[src/rtl/cascade_stage.sv]
// One stage of a cascadable modulus up/down counter: steps on the upstream
// ripple (level or rising edge), wraps over 0..limit and reports the wrap downstream.
module cascade_stage #(
    parameter int WIDTH     = 6,
    parameter int EDGE_MODE = 0
) (
    input  logic             clk,
    input  logic             clear_n,
    input  logic             ctrl,
    input  logic             carry_in,
    input  logic [WIDTH-1:0] limit,
    input  logic             load,
    input  logic [WIDTH-1:0] load_val,
    input  logic             clr_sticky,
    output logic [WIDTH-1:0] count,
    output logic             ripple_out,
    output logic             wrap_sticky
);

    localparam logic [WIDTH-1:0] ZERO = {WIDTH{1'b0}};
    localparam logic [WIDTH-1:0] ONE  = {{(WIDTH-1){1'b0}}, 1'b1};

    logic [WIDTH-1:0] count_q, count_d;
    logic             sticky_q, sticky_d;
    logic             carry_q;
    logic             step_s;
    logic             at_term_s;
    logic             wrap_s;

    // Step qualification and terminal-count detection for the current direction
    always_comb begin
        step_s    = carry_in;
        at_term_s = 1'b0;
        if (EDGE_MODE != 0) begin
            step_s = carry_in & ~carry_q;
        end else begin
            step_s = carry_in;
        end
        // Up counting treats anything at or above a (possibly lowered) limit as terminal
        if (ctrl) begin
            at_term_s = (count_q == ZERO);
        end else begin
            at_term_s = (count_q >= limit);
        end
        wrap_s     = step_s & ~load & at_term_s;
        ripple_out = wrap_s;
    end

    // Next count: load beats step beats hold
    always_comb begin
        count_d = count_q;
        if (load) begin
            if (load_val > limit) begin
                count_d = limit;
            end else begin
                count_d = load_val;
            end
        end else if (step_s) begin
            if (!ctrl) begin
                if (at_term_s) begin
                    count_d = ZERO;
                end else begin
                    count_d = count_q + ONE;
                end
            end else if (count_q > limit) begin
                count_d = limit;
            end else if (count_q == ZERO) begin
                count_d = limit;
            end else begin
                count_d = count_q - ONE;
            end
        end else begin
            count_d = count_q;
        end
    end

    // Sticky wrap flag: a wrap on the same edge overrides the clear
    always_comb begin
        sticky_d = sticky_q;
        if (wrap_s) begin
            sticky_d = 1'b1;
        end else if (clr_sticky) begin
            sticky_d = 1'b0;
        end else begin
            sticky_d = sticky_q;
        end
    end

    // State registers with asynchronous clear
    always_ff @(posedge clk or negedge clear_n) begin
        if (!clear_n) begin
            count_q  <= ZERO;
            sticky_q <= 1'b0;
            carry_q  <= 1'b0;
        end else begin
            count_q  <= count_d;
            sticky_q <= sticky_d;
            carry_q  <= carry_in;
        end
    end

    assign count       = count_q;
    assign wrap_sticky = sticky_q;

endmodule

[config.mk]
export PLATFORM = sky130hd
export DESIGN_NAME = cascade_stage
export DESIGN_NICKNAME = d
export VERILOG_FILES = /design/src/rtl/cascade_stage.sv
export SDC_FILE = /design/constraint.sdc
export NUM_CORES = 1
export LEC_CHECK = 0
export BUFFER_PORTS_ARGS = -buffer_cell sky130_fd_sc_hd__buf_2
export CAP_MARGIN = 20
export CORE_MARGIN = 10
export CORE_UTILIZATION = 35
export DETAILED_ROUTE_END_ITERATION = 7
export PLACE_DENSITY_LB_ADDON = 0.08
export RECOVER_POWER = 25
export SETUP_SLACK_MARGIN = 0.4
export SYNTH_ARGS = -nofsm -noshare
export SYNTH_HDL_FRONTEND = slang
export SYNTH_SLANG_ARGS = --single-unit
[constraint.sdc]
create_clock -name clk -period 4.7 [get_ports clk]
set_input_delay 0.235 -clock clk [delete_from_list [all_inputs] [get_ports clk]]
set_output_delay 0.235 -clock clk [all_outputs]
set_load 0.02 [all_outputs]
==> key figures <==
Logic synthesis
  • Synth area leaders: dfrtp_1 18%, ha_1 18%, nand2_1 5.4%
  • Register area share after synthesis: 18.1%
  • Net count after synthesis: 160
  • Synth area leader: dfrtp_1
  • Register bit total from synthesis: 7
  • Mapped Avg Cell Area: 7.56 um^2
  • Synth cell types: 40
  • Async SR Flop Fraction: 100%
  • Synth top area share: 18.1%
  • Cells after synthesis: 128
  • Post-synth EDFFs: 0
  • Most used DFF post-synth: dfrtp_1
  • Ys Warns: 0
  • Commonest cells in the netlist: 14 x ha_1, 14 x nand2_1, 11 x inv_1, 10 x a21oi_1, 9 x nor2_1
  • Syn Std Cell Area: 967 um^2

STA
  • Max Clk Rate: 383 MHz
  • Worst slew margin: 54.1%
  • Final Critical Period: 2.61 ns
  • Sum Neg Setup Slack: 0 ns
  • Max-slew violations: 0
  • Worst slew pin tran: 0.688 ns
  • Final cycle utilization of the critical path: 55.5%
  • Setup ws final: 2.09 ns
  • RSZ-0062 raised after global routing: no
  • Final setup vio count: 0
  • Clock Skews: 0.00104 ns
  • Hold Fails Final Rpt: 0

Cells and area
  • Multi-input logic area: 734 um^2
  • Synth-to-layout area growth: 18.9%
  • Final nets: 187
  • Post-Layout Inst Area: 1150 um^2
  • Final core utilization: 42.4%
  • Antenna Cells: 0
  • Share of post-route cells with drive strength above 1: 22.1%
  • Filler Cell Count: 285
  • Register area: 175 um^2

Clock network
  • Clk slew on worst S/H paths: 0.05 ns
  • CTS max path bufs: 2
  • Postcts setup bufs: 0
  • H-tree depth: 1
  • Sink Count: 7
  • CTS root buffer: clkbuf_4
  • CTS Buf Count: 3
  • Worst skew pair latency: 0.25 ns
  • TritonCTS clock tree: done

Power and ir drop
  • Combinational fraction of design power: 57.1%
  • IR Drop Worst-Case VDD: 0.000249 V
  • Pint: 0.198 mW
  • Clock Power Share: 14.5%
  • Sw Ratio: 46.7%
  • P_sw: 0.173 mW
  • Power Density: 323 nW/um^2
  • Power, Total: 0.371 mW
  • Leak Pwr: 0.561 nW
  • Sequential power share: 28.5%

Placement
  • IO buf count: 25
  • Setup WS pre-CTS: 2.30 ns
  • DP HPWL: 2360 um
  • Placed standard-cell area: 1110 um^2
  • GPL Wtd Cong: 0.866

Die
  • Area of the die: 5270 um^2
  • Core area: 2710 um^2
  • Die X-Extent: 72.6 um
  • IO Pins: 26
  • Num rows: 19
  • Initial core utilization: 35.7%
  • Chip height: 72.6 um

Routing
  • Routed WL: 2770 um
  • Drt pass-1 iters: 4
  • Drt wl/cell: 14.9 um
  • Number of vias per cell: 5.50
  • Vias: 1,017
  • First DRT Iteration DRCs: 115
  • Post-route DRC: 0
  • Post-route ant nets: 0

Min path
  • Worst Hold Class: in -> reg

Flow run
  • Max cap viols: 0

Critical path
  • Critical path class: reg -> out
  • Critical-path maximum fanout: 9
  • Crit end category: output pin
  • Crit path required time: 4.47 ns
  • Critical path arrival: 2.37 ns
  • Setup crit start kind: register

Global routing
  • First-pass GRT wire length: 4670 um
  • Pin count of the biggest net entering global routing: 15
  • Initial antenna violation count: 0
  • GRT Util Overall: 10.8%
  • Vias in the first global route: 1,003
  • Grt ovf: 0

Run status
  • Outcome: finished clean
==> worst paths after layout <==
check | startpoint | to | slack (ns) | depth (start not counted)
worst min-delay path | clr_sticky | wrap_sticky | 0.25 | 3
worst max register to register | count[3] | count[1] | 2.24 | 7
worst min register to register | wrap_sticky | wrap_sticky | 0.48 | 1
max in group asynchronous | clear_n | count[2] | 4.02 | 2
worst max-delay path | count[3] | ripple_out | 2.09 | 6
min in group asynchronous | clear_n | wrap_sticky | 0.41 | 2
==> power by group through the flow <==
stage	combinational, mW	clock (mW)	sequential, mW
after floorplan	0.146	0	0.109
after global placement	0.214	0	0.103
after detailed placement	0.211	0	0.106
after CTS	0.213	0.0564	0.105
after global routing	0.241	0.0611	0.108
final	0.212	0.0537	0.106
==> metrics by stage <==
step | std cells | hold WS (ns)
global placement | 180 | 0.0782
detailed placement | 180 | 0.0816
CTS | 185 | 0.243
floorplan | 128 | -0.0606
global route | 185 | 0.250
finish | 185 | 0.247
==> routing by layer <==
layer | vias to the layer above | global-route usage [%] | wire length, um
li1 | 522 | - | -
met1 | 460 | 13.7 | 1250
met2 | 35 | 17.4 | 1290
met3 | 0 | 3.95 | 222
met4 | 0 | 1.27 | 0
met5 | - | 0 | 0
==> state kept, by name (all words and copies together), names as in the netlist <==
signal and flops:
wrap_sticky 1, count 6
==> worst max-delay path, cell delays in order, from the launching register on <==
cell	delay, ns
dfrtp_1	0.52
ha_1	0.31
a21oi_1	0.15
o21ai_0	0.15
or4b_2	0.63
and3_1	0.20
buf_2	0.16
==> final cells by class <==
cell class / instances / share of cell area, %
Clock buffer: 4 / 2.29
Inverter: 11 / 3.59
Multi-Input combinational cell: 106 / 63.9
Sequential cell: 7 / 15.2
Tap cell: 31 / 3.37
Timing Repair Buffer: 26 / 11.6
==> cell families after synthesis <==
family	after synthesis	synth area share (%)
XOR/XNOR	3	2.72
buffers and inverters	15	5.95
multiplexers	4	4.66
adder cells (fa/ha/maj)	14	18.1
AND/OR/NAND/NOR	50	27.6
flip-flops	7	18.1
AO/OA/AOI/OAI	35	22.9
==> what timing repair did <==
action / 4_1_cts / 5_1_grt
hold buffers: 1 / 0
hold endpoints to repair: 7 / 0
gates resized for setup: 0 / 0
==> layout by cell type, fill, tap and decap left out, types with 3 or more instances in the layout <==
| cell type | n |
|---|---|
| a21oi_1 | 10 |
| a31oi_1 | 3 |
| buf_2 | 24 |
| clkbuf_4 | 3 |
| dfrtp_1 | 7 |
| ha_1 | 14 |
| inv_1 | 11 |
| mux2_2 | 3 |
| nand2_1 | 14 |
| nand3_1 | 7 |
| nor2_1 | 9 |
| nor2b_1 | 3 |
| o211ai_1 | 3 |
| o21ai_0 | 6 |
| xnor2_1 | 3 |
Power figures use the tool's default switching activity.
